### config.mk
export PLATFORM = sky130hd
export DESIGN_NAME = uart_rx_fifo
export DESIGN_NICKNAME = d
export VERILOG_FILES = /design/src/rtl/uart_pkg.sv /design/src/rtl/sync_fifo.sv /design/src/rtl/uart_rx_fifo.sv
export SDC_FILE = /design/constraint.sdc
export NUM_CORES = 1
export LEC_CHECK = 0
export ABC_AREA = 1
export CAP_MARGIN = 15
export CORE_UTILIZATION = 30
export DETAILED_ROUTE_END_ITERATION = 8
export DONT_BUFFER_PORTS = 1
export RECOVER_POWER = 100
export SETUP_SLACK_MARGIN = 0.3
export SYNTH_ARGS = -nofsm -noshare
export SYNTH_HDL_FRONTEND = slang
export SYNTH_HIERARCHICAL = 1
export SYNTH_SLANG_ARGS = --single-unit
### constraint.sdc
create_clock -name clk -period 4.6 [get_ports clk]
set_input_delay 0.23 -clock clk [delete_from_list [all_inputs] [get_ports clk]]
set_output_delay 0.23 -clock clk [all_outputs]
set_load 0.01 [all_outputs]
### src/rtl/uart_pkg.sv
`timescale 1ns/1ps
`default_nettype none
// ============================================================================
// Module      : uart_pkg
// Description : Shared types and helpers for the UART receive path.
//               rx_state_t   - receiver FSM state encoding
//               OVERSAMPLE   - oversample ticks per bit
//               uart_div()   - clock cycles per oversample tick
// Revision    : 1.0 - initial release
// ============================================================================
package uart_pkg;

    localparam int OVERSAMPLE = 16;

    typedef enum logic [1:0] {
        IDLE  = 2'd0,
        START = 2'd1,
        DATA  = 2'd2,
        STOP  = 2'd3
    } rx_state_t;

    // Integer division; a result below 1 means the line rate is unreachable.
    function automatic int uart_div(input int clk_freq, input int baud);
        return clk_freq / (baud * OVERSAMPLE);
    endfunction

endpackage
`default_nettype wire

### src/rtl/sync_fifo.sv
`timescale 1ns/1ps
`default_nettype none
// ============================================================================
// Module      : sync_fifo
// Description : Single-clock show-ahead FIFO. The head entry is always
//               presented on o_dout (forced to zero while empty).
//               A push into a full FIFO is accepted only when a pop happens
//               in the same cycle; otherwise it is dropped and the contents
//               are left untouched. A pop while empty is ignored.
// Ports       : clk, reset_n (synchronous, active low)
//               i_push/i_din  - write strobe and data
//               i_pop         - read strobe (pops the head)
//               o_dout        - head entry
//               o_count       - occupancy, 0..DEPTH
//               o_full/o_empty
// Revision    : 1.0 - initial release
// ============================================================================
module sync_fifo #(
    parameter int WIDTH = 8,
    parameter int DEPTH = 16
) (
    input  logic                     clk,
    input  logic                     reset_n,
    input  logic                     i_push,
    input  logic [WIDTH-1:0]         i_din,
    input  logic                     i_pop,
    output logic [WIDTH-1:0]         o_dout,
    output logic [$clog2(DEPTH):0]   o_count,
    output logic                     o_full,
    output logic                     o_empty
);

    localparam int c_AW = $clog2(DEPTH);
    localparam logic [c_AW:0] c_FULL = (c_AW + 1)'(DEPTH);
    localparam logic [c_AW:0] c_ONE  = (c_AW + 1)'(1);

    if (DEPTH < 2 || (DEPTH & (DEPTH - 1)) != 0) begin : g_depth_check
        $error("sync_fifo: DEPTH must be a power of two and at least 2");
    end

    logic [WIDTH-1:0] r_mem [DEPTH];
    logic [c_AW-1:0]  r_wptr;
    logic [c_AW-1:0]  r_rptr;
    logic [c_AW:0]    r_count;
    logic             w_do_push;
    logic             w_do_pop;

    assign o_full    = (r_count == c_FULL);
    assign o_empty   = (r_count == '0);
    assign w_do_pop  = i_pop & ~o_empty;
    // A full FIFO still accepts a write when the head leaves in the same cycle.
    assign w_do_push = i_push & (~o_full | w_do_pop);

    assign o_dout  = o_empty ? '0 : r_mem[r_rptr];
    assign o_count = r_count;

    always_ff @(posedge clk) begin
        if (w_do_push) begin
            r_mem[r_wptr] <= i_din;
        end
    end

    always_ff @(posedge clk) begin
        if (!reset_n) begin
            r_wptr  <= '0;
            r_rptr  <= '0;
            r_count <= '0;
        end else begin
            if (w_do_push) begin
                r_wptr <= r_wptr + 1'b1;
            end
            if (w_do_pop) begin
                r_rptr <= r_rptr + 1'b1;
            end
            case ({w_do_push, w_do_pop})
                2'b10:   r_count <= r_count + c_ONE;
                2'b01:   r_count <= r_count - c_ONE;
                default: r_count <= r_count;
            endcase
        end
    end

endmodule
`default_nettype wire

### src/rtl/uart_rx_fifo.sv
`timescale 1ns/1ps
`default_nettype none
// ============================================================================
// Module      : uart_rx_fifo
// Description : 8N1 UART receiver with 16x oversampling feeding a
//               show-ahead FIFO, plus sticky framing/overrun flags.
//               Optional build macro UART_RX_MAJORITY_EN: each bit decision
//               takes the majority of three consecutive oversample ticks
//               ending at the mid-bit decision tick instead of one sample.
//               State transitions happen on the same ticks in both builds.
// Ports       : clk, reset_n (synchronous, active low)
//               rxd        - asynchronous serial input, idles high
//               rx_data    - FIFO head byte (valid while rx_valid=1)
//               rx_valid   - FIFO not empty
//               rx_ready   - pop strobe, effective when rx_valid=1
//               rx_count   - FIFO occupancy
//               frame_err  - sticky, stop bit sampled low
//               overrun    - sticky, byte dropped on a full FIFO
//               err_clr    - clears both sticky flags
// Revision    : 1.0 - initial release
// ============================================================================
module uart_rx_fifo
    import uart_pkg::*;
#(
    parameter int CLK_FREQ   = 100000000,
    parameter int BAUD       = 9600,
    parameter int FIFO_DEPTH = 16
) (
    input  logic                          clk,
    input  logic                          reset_n,
    input  logic                          rxd,
    output logic [7:0]                    rx_data,
    output logic                          rx_valid,
    input  logic                          rx_ready,
    output logic [$clog2(FIFO_DEPTH):0]   rx_count,
    output logic                          frame_err,
    output logic                          overrun,
    input  logic                          err_clr
);

    localparam int c_DIV  = uart_div(CLK_FREQ, BAUD);
    localparam int c_DIVW = (c_DIV > 1) ? $clog2(c_DIV) : 1;
    localparam logic [c_DIVW-1:0] c_DIV_LAST = c_DIVW'(c_DIV - 1);
    localparam logic [c_DIVW-1:0] c_DIV_ONE  = c_DIVW'(1);

    if (c_DIV < 1) begin : g_div_check
        $error("uart_rx_fifo: CLK_FREQ too low for BAUD with 16x oversampling");
    end

    // Two-flop synchroniser plus one delay stage for edge detection.
    logic       r_sync1;
    logic       r_rxd_s;
    logic       r_rxd_s_d;

    rx_state_t        r_state;
    logic [c_DIVW-1:0] r_div;
    logic [3:0]       r_tcnt;
    logic [2:0]       r_bit_idx;
    logic [7:0]       r_shift;
    logic             r_frame_err;
    logic             r_overrun;

    logic w_start;
    logic w_tick;
    logic w_bit;
    logic w_stop_tick;
    logic w_push;
    logic w_ferr;
    logic w_ovr;
    logic w_full;
    logic w_empty;

    always_ff @(posedge clk) begin
        if (!reset_n) begin
            r_sync1   <= 1'b1;
            r_rxd_s   <= 1'b1;
            r_rxd_s_d <= 1'b1;
        end else begin
            r_sync1   <= rxd;
            r_rxd_s   <= r_sync1;
            r_rxd_s_d <= r_rxd_s;
        end
    end

    assign w_start = (r_state == IDLE) && r_rxd_s_d && !r_rxd_s;
    assign w_tick  = (r_div == c_DIV_LAST);

    // Divider restarts on the detected edge so ticks are phase-aligned to it.
    always_ff @(posedge clk) begin
        if (!reset_n || w_start || w_tick) begin
            r_div <= '0;
        end else begin
            r_div <= r_div + c_DIV_ONE;
        end
    end

`ifdef UART_RX_MAJORITY_EN
    logic [1:0] r_hist;

    always_ff @(posedge clk) begin
        if (!reset_n) begin
            r_hist <= 2'b11;
        end else if (w_tick) begin
            r_hist <= {r_hist[0], r_rxd_s};
        end
    end

    assign w_bit = (r_hist[1] & r_hist[0]) | (r_hist[1] & r_rxd_s) | (r_hist[0] & r_rxd_s);
`else
    assign w_bit = r_rxd_s;
`endif

    always_ff @(posedge clk) begin
        if (!reset_n) begin
            r_state   <= IDLE;
            r_tcnt    <= 4'd0;
            r_bit_idx <= 3'd0;
            r_shift   <= 8'd0;
        end else begin
            case (r_state)
                IDLE: begin
                    if (w_start) begin
                        r_state <= START;
                        r_tcnt  <= 4'd0;
                    end
                end
                START: begin
                    if (w_tick) begin
                        if (r_tcnt == 4'd7) begin
                            // Mid start bit: a high line here was only a glitch.
                            r_tcnt <= 4'd0;
                            if (w_bit) begin
                                r_state <= IDLE;
                            end else begin
                                r_state   <= DATA;
                                r_bit_idx <= 3'd0;
                            end
                        end else begin
                            r_tcnt <= r_tcnt + 4'd1;
                        end
                    end
                end
                DATA: begin
                    if (w_tick) begin
                        r_tcnt <= r_tcnt + 4'd1;
                        if (r_tcnt == 4'd15) begin
                            r_shift[r_bit_idx] <= w_bit;
                            r_bit_idx          <= r_bit_idx + 3'd1;
                            if (r_bit_idx == 3'd7) begin
                                r_state <= STOP;
                            end
                        end
                    end
                end
                STOP: begin
                    if (w_tick) begin
                        r_tcnt <= r_tcnt + 4'd1;
                        if (r_tcnt == 4'd15) begin
                            r_state <= IDLE;
                        end
                    end
                end
                default: r_state <= IDLE;
            endcase
        end
    end

    assign w_stop_tick = (r_state == STOP) && w_tick && (r_tcnt == 4'd15);
    assign w_push      = w_stop_tick & w_bit;
    assign w_ferr      = w_stop_tick & ~w_bit;
    // When full, rx_valid is necessarily 1, so rx_ready alone decides the pop.
    assign w_ovr       = w_push & w_full & ~rx_ready;

    // A new error event takes priority over a simultaneous clear.
    always_ff @(posedge clk) begin
        if (!reset_n) begin
            r_frame_err <= 1'b0;
            r_overrun   <= 1'b0;
        end else begin
            if (w_ferr) begin
                r_frame_err <= 1'b1;
            end else if (err_clr) begin
                r_frame_err <= 1'b0;
            end
            if (w_ovr) begin
                r_overrun <= 1'b1;
            end else if (err_clr) begin
                r_overrun <= 1'b0;
            end
        end
    end

    sync_fifo #(
        .WIDTH (8),
        .DEPTH (FIFO_DEPTH)
    ) u_fifo (
        .clk     (clk),
        .reset_n (reset_n),
        .i_push  (w_push),
        .i_din   (r_shift),
        .i_pop   (rx_ready),
        .o_dout  (rx_data),
        .o_count (rx_count),
        .o_full  (w_full),
        .o_empty (w_empty)
    );

    assign rx_valid  = ~w_empty;
    assign frame_err = r_frame_err;
    assign overrun   = r_overrun;

endmodule
`default_nettype wire

Word-level counts from Yosys, hierarchy flattened. Memory sizes are Yosys's and may differ from the RTL's. A register that Yosys moved wholly into a read port is not among the register bits. Cells that the tools add are included. Widths: inputs -> output; s select.

Bits in registers: 45. Memory bits (writable): 128. Output and inout port bits: 16. Word-level logic and storage cells: 107. Memories kept: 1.

Memory list: u_fifo.r_mem (depth 16, width 8, read ports 1, clocked after Yosys merged registers in 1, wr ports 1, line sync_fifo.sv:41) `logic [WIDTH-1:0] r_mem [DEPTH];`.

Add/subtract/negate cells: 7. Order comparisons: 2. Eq/ne operators: 20. Mux-type cells: 33. Bitwise operators: 11. Reduce and logical (&&, ||, !) cells: 20.

Operator list (number): $mux 4 (6); $mux 2 (9); $ne 2x2->1 const B (9); $mux 3 (5); $add 4x1->4 const B (3); $pmux 4 s3 (1); $add 10x1->10 const B (1); $eq 10x10->1 const B (1); $pmux 5 s2 (1); $bwmux 8 (1); $mux 8 (1); $pmux 2 s4 (1); $reduce_and 8->1 (1); $reduce_bool 2->1 (4); $and 1x1->1 (6); $eq 2x2->1 const B (3); $mux 1 (6); $pmux 3 s2 (1); $reduce_and 3->1 (2); $reduce_and 6->1 (1); $add 5x1->5 const B (1); $eq 5x5->1 const B (1); $logic_and 1x1->1 (5); $logic_not 5->1 (1); other kinds (16) (22).

Logic depth before layout (Yosys ltp). Gate-level depths: netlist of run 1.

Depth in word-level cells: 7. Gate-level depth with buffers: 16. Mapped depth without buffers: 16.

Hierarchy. The synthesis of run 1 kept the hierarchy.

By module, submodules not included: sync_fifo (times used 1, cells an instance 553, area an instance 6148.4 µm², seq. area each 4184.0 µm²); uart_rx_fifo (times used 1, cells an instance 239, area an instance 1625.3 µm², seq. area each 640.6 µm²).

Least setup slack after synthesis of run 1. Ideal clock, no wire load.

Path type: reg2reg. Start: register r_div[0]. End: register u_fifo.r_count[3], in the netlist u_fifo/o_count[3]. Library setup time: 113 ps. Arrival: 2337 ps. Required time: 4487 ps. Slack: 2150 ps. Stages on the path, launching flop included: 16. Path through: dfxtp_1 > inv_1 > ha_1 > nand2_1 > nor2_2 > nand3_4 > nor4_2 > inv_1 > nand2_4 > inv_1 > ha_1 > a21oi_1 > nand2_1 > xor2_1 > nor2_1 > nor2_1.

Longest elaborated chain between the ends: 7. Elaborated cells between the ends (all ways): 9. Classes of those cells: eq/ne (3); mux (1); bitwise (2); reduce/logical (3).

RTL lines: from (decl) (line uart_rx_fifo.sv:56) `logic [c_DIVW-1:0] r_div;`; from (signal assigned) (line uart_rx_fifo.sv:93) `r_div <= r_div + c_DIV_ONE;`; $eq 10x10->1 * (line uart_rx_fifo.sv:86) `assign w_tick = (r_div == c_DIV_LAST);`; $logic_and 1x1->1 * (2 in a row) (line uart_rx_fifo.sv:168) `assign w_stop_tick = (r_state == STOP) && w_tick && (r_tcnt == 4'd15);`; $and 1x1->1 * (line uart_rx_fifo.sv:169) `assign w_push = w_stop_tick & w_bit;`; via w_push (line uart_rx_fifo.sv:67) `logic w_push;`; $and 1x1->1 * (line sync_fifo.sv:52) `assign w_do_push = i_push & (~o_full | w_do_pop);`; $eq 2x1->1 or $eq 2x2->1 (tied branches) (line sync_fifo.sv:75) `case ({w_do_push, w_do_pop})`; $pmux 5 s2 or $reduce_bool 2->1 (tied branches); to (signal assigned) (line sync_fifo.sv:76) `2'b10: r_count <= r_count + c_ONE;`; to (signal assigned) (line sync_fifo.sv:77) `2'b01: r_count <= r_count - c_ONE;`; to (signal assigned) (line sync_fifo.sv:78) `default: r_count <= r_count;`; to (decl) (line sync_fifo.sv:44) `logic [c_AW:0] r_count;`.

Mark *: on every way through the listed nets, which the timed path passes. The rest lies on a longest branch. A chain may end at the register's enable or synchronous reset.

Worst setup path after layout of run 1.
Start: register r_div[0]. End: memory u_fifo.r_mem[7][7] (enable).

Longest elaborated chain between the ends: 7.

RTL lines: $eq 10x10->1 (line uart_rx_fifo.sv:86); $logic_and 1x1->1 (2 in a row) (line uart_rx_fifo.sv:168); $and 1x1->1 (line uart_rx_fifo.sv:169); via w_push (line uart_rx_fifo.sv:67); $and 1x1->1 (line sync_fifo.sv:52); $mux 1 (line sync_fifo.sv:58) `if (w_do_push) begin`; $mux 1 (not written as such) (line sync_fifo.sv:59) `r_mem[r_wptr] <= i_din;`; to (decl) (line sync_fifo.sv:41).

The timed path passes the listed nets, and every way through them passes these cells.

==> metrics.md, run 1 <==
| Metric | Value |
|---|---|
| Status | completed |
| Synth async-reset ratio | 0% |
| Post-DP HPWL | approximately 11000 µm |
| # diodes | 0 |
| Register area | 0.00483 mm² |
| Post-CTS sizing | 0 |
| Antenna Nets Post-Route | 0 |
| Setup TNS after final layout | 0 ns |
| Initial antenna violation count | 0 |
| Tmin final | 3.36 ns |
| Multi-input logic area | about 0.0025 mm² |
| PortBufs | 0 |
| Reg clk slew, reported paths | about 0.07 ns |
| Critical path peak fanout | 8 |
| CTS Sinks | roughly 180 |
| Worst path most repeated cell | nor2_1 |
| Peak VDD IR | 0.258 mV |
| CTS H-tree lvls | 4 |
| Drt drc | 0 |
| Clock Latency Late Sink | 0.43 ns |
| Clock Skew | 0.0106 ns |
| Post-layout nets | 810 |
| Count of pins over their slew limit | 0 |
| Post-synthesis cell type count | 39 |
| Setup violators final | 0 |
| Die height | 163 µm |
| HP Class | input pin to register |
| Final Hold Fails | 0 |
| CP max stage cell | nor2_1 |
| R2r setup slk | 1.24 ns |
| Wire per inst | about 15 µm |
| Sequential share of the synthesized area | 62.1% |
| Hold Crit Depth | 3 |
| CTS tree | done |
| Synthesized net count | around 800 |
| Placed Instance Area | between 0.008 and 0.009 mm² |
| Reg2reg end | u_fifo/r_mem[7][7] |
| Met1 usage | 19.0% |
| Vias per inst | 4.68 |
| CTS buffer count | 17 |
| RSZ-0062 raised after global routing | no |
| Fmax | 0.297 GHz |
| Reg2reg path depth | 10 |
| GRT Total Usage | 13.5% |
| Lkg Pwr | 0.00333 µW |
| CP required | 4.66 ns |
| Post-cts hold buffer count | 4 |
| WL final | ~17000 µm |
| Slew @ Worst Pin | 1.10 ns |
| Core Footprint | 0.0253 mm² |
| Iteration-0 DRC Markers | 327 |
| Pwr/cell area | ~370 mW/mm² |
| Cell count after synthesis | 792 |
| Post-Syn Area | 0.00777 mm² |
| Crit path largest cell delay | approximately 0.62 ns |
| Die width | 163 µm |
| Syn Area/Cell | ~10 µm² |
| Row count | 58 |
| Post-synth EDFFs | 128 |
| Flops & latches, synth | 177 |
| Worst Setup Start Kind | register |
| Post-CTS setup buffer count | 0 |
| TritonRoute pass-1 iters | 5 |
| Vias | around 5300 |
| GRT overflow | 0 |
| Top_reg_cell synth | edfxtp_1 |
| Starting density of the core | 30.7% |
| Tcrit/Tclk final | 73.1% |
| Busiest grt layer | met2 |
| Hold Startpoint | rx_ready |
| Worst slew margin | between 20 and 30% |
| Crit path arrival time | 3.43 ns |
| Crit end category | register |
| Die ar. | about 0.027 mm² |
| Largest net degree at the start of global routing | 65 |
| Worst Hold End | u_fifo/r_rptr[1] |
| Vias in the first global route | 4954 |
| Max_cap viols | 0 |
| CTS root buffer | clkbuf_16 |
| P&R area growth vs syn | 10.2% |
| Setup Crit Path Kind | register to register |
| R2r startpoint | r_div[0] |
| Fillers | 2558 |
| Share of cells above drive strength 1 | roughly 7% |
| Critical Path, Cell by Cell | inv_1 > ha_1 > nand2_1 > nor2_1 > nand3_1 > nor4_1 > inv_1 > nor2_1 > nand2_1 > nor2_1 |
| GR Layer Usage met3 | 2.83% |
| First-pass GRT wire length | 26800 µm |
| Longest Clk Path Bufs | 2 |
| Post-route cell area | 0.00857 mm² |
| Met2 Track Usage GR | 20.4% |
| Final Wtd Congestion | 0.769 |
| Yosys warns | 6 |
| Top Ports | 21 |
## how the worst max path moves through the flow
stage | cells past startpoint | slack (ns) | startpoint | end
3_5_place_dp | 10 | 1.62 | r_div[0] | u_fifo/r_mem[10][3]
6_report | 10 | 1.24 | r_div[0] | u_fifo/r_mem[7][7]
5_1_grt | 10 | 0.94 | r_div[0] | u_fifo/r_mem[3][7]
4_1_cts | 10 | 1.61 | r_div[0] | u_fifo/r_mem[10][3]
2_1_floorplan | 15 | 2.15 | r_div[0] | u_fifo/o_count[3]
3_3_place_gp | 10 | 1.75 | r_div[0] | u_fifo/r_mem[10][3]
## Yosys cell counts (all sizes together), types with 3 or more instances
library cell / instances / area share [%]
nand2: 243 / 12
nand3: 121 / 8.3
or2: 4 / 0.32
nor2: 84 / 4.8
inv: 54 / 2.7
ha: 13 / 2.1
nor3: 5 / 0.32
clkbuf: 5 / 0.24
nand4: 3 / 0.24
o21ai: 17 / 1.2
nor4: 3 / 0.32
dfxtp: 49 / 13
a21oi: 27 / 1.7
buf: 22 / 2.0
edfxtp: 128 / 49
nor3b: 3 / 0.29
## worst max-delay path: cells and delay by family, from the launching register on
| kind | cells | cell delay (ns) |
|---|---|---|
| buf+inv | 2 | 0.24 |
| flops | 1 | 0.36 |
| simple gates | 7 | 2.27 |
| fa+ha+maj | 1 | 0.13 |
## final cells by class
class	count	share of cell area (%)
Inverter	56	2.51
Timing Repair Buffer	7	0.686
Tap cell	330	4.82
Multi-Input combinational cell	532	29.0
Clock buffer	19	5.05
Clock inverter	13	1.65
Sequential cell	177	56.3
## cell usage in the layout, fill, tap and decap left out, drive strengths merged, types with 5 or more instances in the layout
cell	Yosys	final
ha	13	13
nand2	243	243
dfxtp	49	49
edfxtp	128	128
nand3	121	121
inv	54	61
o21ai	17	17
clkinv	2	5
a21oi	27	27
nor3	5	5
nor2	84	84
clkbuf	5	20
## registers in the layout, indices dropped and copies added, names as in the netlist, named ones only
register	count
u_fifo/r_rptr	4
u_fifo/r_mem	128
r_rxd_s_d	1
r_tcnt	4
r_state	1
frame_err	1
u_fifo/r_wptr	4
r_div	10
overrun	1
u_fifo/o_count	5
r_sync1	1
r_bit_idx	3
r_rxd_s	1
r_shift	8
## per-stage QoR
stage / setup WS (ns) / hold slack, ns / utilization, % / cells / total power [µW]
2_1_floorplan: 2.15 / 0.337 / - / 792 / 1750
3_3_place_gp: 1.75 / 0.340 / 31.7 / 1097 / 1750
3_5_place_dp: 1.62 / 0.341 / 31.7 / 1097 / 1750
4_1_cts: 1.61 / 0.0410 / 34.1 / 1133 / 3160
5_1_grt: 0.942 / 0.146 / 33.8 / 1134 / 3230
6_report: 1.24 / 0.109 / 33.8 / 1134 / 3130
## cells by family after synthesis
| kind of cell | after synthesis | share of synthesized area [%] |
|---|---|---|
| buffers and inverters | 83 | 5.04 |
| DFF | 177 | 62.1 |
| xor gates and xnor gates | 3 | 0.338 |
| adders and majority gates | 14 | 2.35 |
| AOI/OAI and AO/OA | 47 | 3.20 |
| and+or+nand+nor | 468 | 27.0 |
## metal layers
| metal | routed length, µm | part of all wire [%] |
|---|---|---|
| met1 | 8170 | 48 |
| met2 | 7550 | 45 |
| met3 | 936 | 5.5 |
| met4 | 247 | 1.5 |
| met5 | 0 | 0 |
## where the power goes
group | switching (µW) | internal, µW | leakage (µW)
registers | 4.91 | 1690 | 0.00189
clock network | 640 | 767 | 0.000279
logic | 18.4 | 10.3 | 0.00116
No activity file was read; power rests on OpenSTA's default activity.
==> run 2: changes to the inputs <==
==> constraint.sdc (replaced) <==
create_clock -name clk -period 3.4 [get_ports clk]
set_input_delay 0.17 -clock clk [delete_from_list [all_inputs] [get_ports clk]]
set_output_delay 0.17 -clock clk [all_outputs]
set_load 0.01 [all_outputs]
==> metrics.md, run 2 (same netlist as run 1, synthesis figures left out) <==
| Metric | Value |
|---|---|
| Status | completed (unchanged) |
| Critical path peak fanout | 64 (was 8) |
| Largest net degree at the start of global routing | 65 (unchanged) |
| Sequential power share | 53.3% (was 54.1%) |
| Clock Skew | 0.0103 ns (was 0.0106 ns) |
| RSZ-0062 raised after global routing | yes (was no) |
| Row count | 58 (unchanged) |
| Int Power | 3410 µW (was 2470 µW) |
| HP Class | input pin to register (unchanged) |
| Switching pwr | 892 µW (was 663 µW) |
| CP required | 3.23 ns (was 4.66 ns) |
| Pre-CTS setup slack | 0.448 ns (was 1.62 ns) |
| Die width | 163 µm (unchanged) |
| CTS buffer count | 17 (unchanged) |
| CTS Sinks | 177 (unchanged) |
| Worst slew margin | 12.6% (was 27.0%) |
| Count of pins over their slew limit | 0 (unchanged) |
| CTS H-tree lvls | 4 (unchanged) |
| Vias in the first global route | 4931 (was 4954) |
| CTS tree | done (unchanged) |
| Metal2 WL | 7330 µm (was 7550 µm) |
| Final Wtd Congestion | 0.799 (was 0.769) |
| Fillers | 2538 (was 2558) |
| Core Footprint | 0.0253 mm² (unchanged) |
| PortBufs | 0 (unchanged) |
| Commonest non-fill, non-tap cell in the layout | nand2_1 (unchanged) |
| CTS root buffer | clkbuf_16 (unchanged) |
| Tcrit/Tclk final | 87.4% |
| Setup Crit Path Kind | register to output port (was register to register) |
| Setup TNS after final layout | 0 ns (unchanged) |
| WL final | 16700 µm (was 16900 µm) |
| Vias | 5287 (was 5303) |
| Setup crit end | rx_data[6] (was u_fifo/r_mem[7][7]) |
| Longest Clk Path Bufs | 2 (unchanged) |
| PnR worst setup slack | 0.428 ns (was 1.24 ns) |
| Reg with most FFs | u_fifo/r_mem (unchanged) |
| Crit path arrival time | 2.80 ns (was 3.43 ns) |
| Lkg Pwr | 0.00334 µW (was 0.00333 µW) |
| Clock power share | 45.8% (was 44.9%) |
| Antenna Nets Post-Route | 0 (unchanged) |
| Starting density of the core | 30.7% (unchanged) |
| Top Metal Used | met4 (unchanged) |
| Crit end category | output port (was register) |
| Final Hold Fails | 0 (unchanged) |
| Most frequent cells in the layout | nand2_1 (240), edfxtp_1 (128), nand3_1 (119) (was nand2_1 (239), edfxtp_1 (128), nand3_1 (118)) |
| Met3 wire length | 937 µm (was 936 µm) |
| Peak VDD IR | 0.389 mV (was 0.258 mV) |
| Combinational Power Share | 1.0% (was 0.9%) |
| Max reg flops | 128 (unchanged) |
| Setup violators final | 0 (unchanged) |
| Die height | 163 µm (unchanged) |
| Slew @ Worst Pin | 1.31 ns (was 1.10 ns) |
| Share of cells above drive strength 1 | 7.17% (was 6.97%) |
| Post-layout nets | 815 (was 810) |
| Pwr/cell area | 498 mW/mm² (was 366 mW/mm²) |
| P&R area growth vs syn | 11.1% (was 10.2%) |
| M1 WL | 8360 µm (was 8170 µm) |
| Post-DP HPWL | 10500 µm (was 10800 µm) |
| First-pass GRT wire length | 26600 µm (was 26800 µm) |
| Clock Latency Late Sink | 0.42 ns (was 0.43 ns) |
| Top Ports | 21 (unchanged) |
| TritonRoute pass-1 iters | 5 (unchanged) |
| Iteration-0 DRC Markers | 352 (was 327) |
| GRT overflow | 0 (unchanged) |
| Reg2reg end | u_fifo/r_mem[3][2] (was u_fifo/r_mem[7][7]) |
| Reg2reg path depth | 10 (unchanged) |
| Wire per inst | 14.7 µm (was 14.9 µm) |
| Die ar. | 0.0266 mm² (unchanged) |
| Vias per inst | 4.64 (was 4.68) |
| # diodes | 0 (unchanged) |
| Worst Setup Start Kind | register (unchanged) |
| Biggest regs | u_fifo/r_mem (128), r_div (10), r_shift (8) (unchanged) |
| R2r setup slk | 0.52 ns (was 1.24 ns) |
| Post-CTS setup buffer count | 0 (unchanged) |
| Max_cap viols | 0 (unchanged) |
| Initial antenna violation count | 0 (unchanged) |
| Hold Crit Depth | 2 (was 3) |
| Fmax | about 0.34 GHz |
| Switching part of the total | 20.7% (was 21.2%) |
| Reg clk slew, reported paths | 0.07 ns (about the same) |
| GRT Total Usage | 13.3% (was 13.5%) |
| Drt drc | 0 (unchanged) |
| R2r startpoint | r_div[0] (unchanged) |
| Tmin final | 2.97 ns |
run 2: cell types whose count changed in the layout (fill, tap and decap cells not counted), moves of 2 or more:
cell,delta
buf_12,+2
clkbuf_1,+2
nor2_1,-2
inv_6,-2
run 2: layer usage:
layer  global-route usage (%)  vias up
li1                         -     2662
met5                        0        -
met3                     3.49       10
met4                     3.27        0
met2                     20.1      138
met1                     18.9     2477
run 2: through the flow:
stage               instances  power (µW)  hold WS [ns]  cell area [µm²]  utilization [%]
global route             1139        4440        0.0226             8640             34.1
floorplan                 792        2370         0.277             7770                -
finish                   1139        4310        0.0245             8640             34.1
global placement         1102        2370         0.280             8080             31.9
detailed placement       1102        2370         0.279             8080             31.9
CTS                      1139        4350       0.00772             8740             34.5
run 2: power by group through the flow:
stage | clock network [µW] | logic, µW | registers (µW)
floorplan | 0 | 29.7 | 2340
detailed placement | 0 | 31.0 | 2340
CTS | 2010 | 43.2 | 2290
global route | 2100 | 48.5 | 2290
finish | 1970 | 41.3 | 2290
global placement | 0 | 31.0 | 2340
run 2: area by class of cell:
class | instances | area (µm²) | share of cell area (%)
clock buffer | 18 | 429 | 4.97
clock inverter | 14 | 173 | 2.00
inverter | 56 | 215 | 2.49
multi-input combinational | 532 | 2480 | 28.7
sequential | 177 | 4820 | 55.8
tap | 330 | 413 | 4.78
timing repair buffer | 12 | 108 | 1.25
run 2: how the worst min path moves through the flow:
stage,from,to
after global placement,rxd,r_sync1
after floorplan,rxd,r_sync1
after global routing,reset_n,r_rxd_s_d
final,reset_n,r_rxd_s_d
after CTS,rx_ready,u_fifo/r_rptr[0]
after detailed placement,rxd,r_sync1
run 2: repair_timing:
action | in CTS | in global routing
hold buffers | 5 | 0
endpoints found under the hold margin | 39 | 0
setup endpoints to repair | 0 | 40
gates resized for setup | 0 | 2
run 2: worst max-delay path: stages, from the launching register on:
cell	delay [ns]
dfxtp_1	0.38
clkbuf_2	1.00
nand2_1	0.19
nand3_1	0.16
nand3_1	0.12
nand2_1	0.12
nand2_1	0.06
a21oi_1	0.35
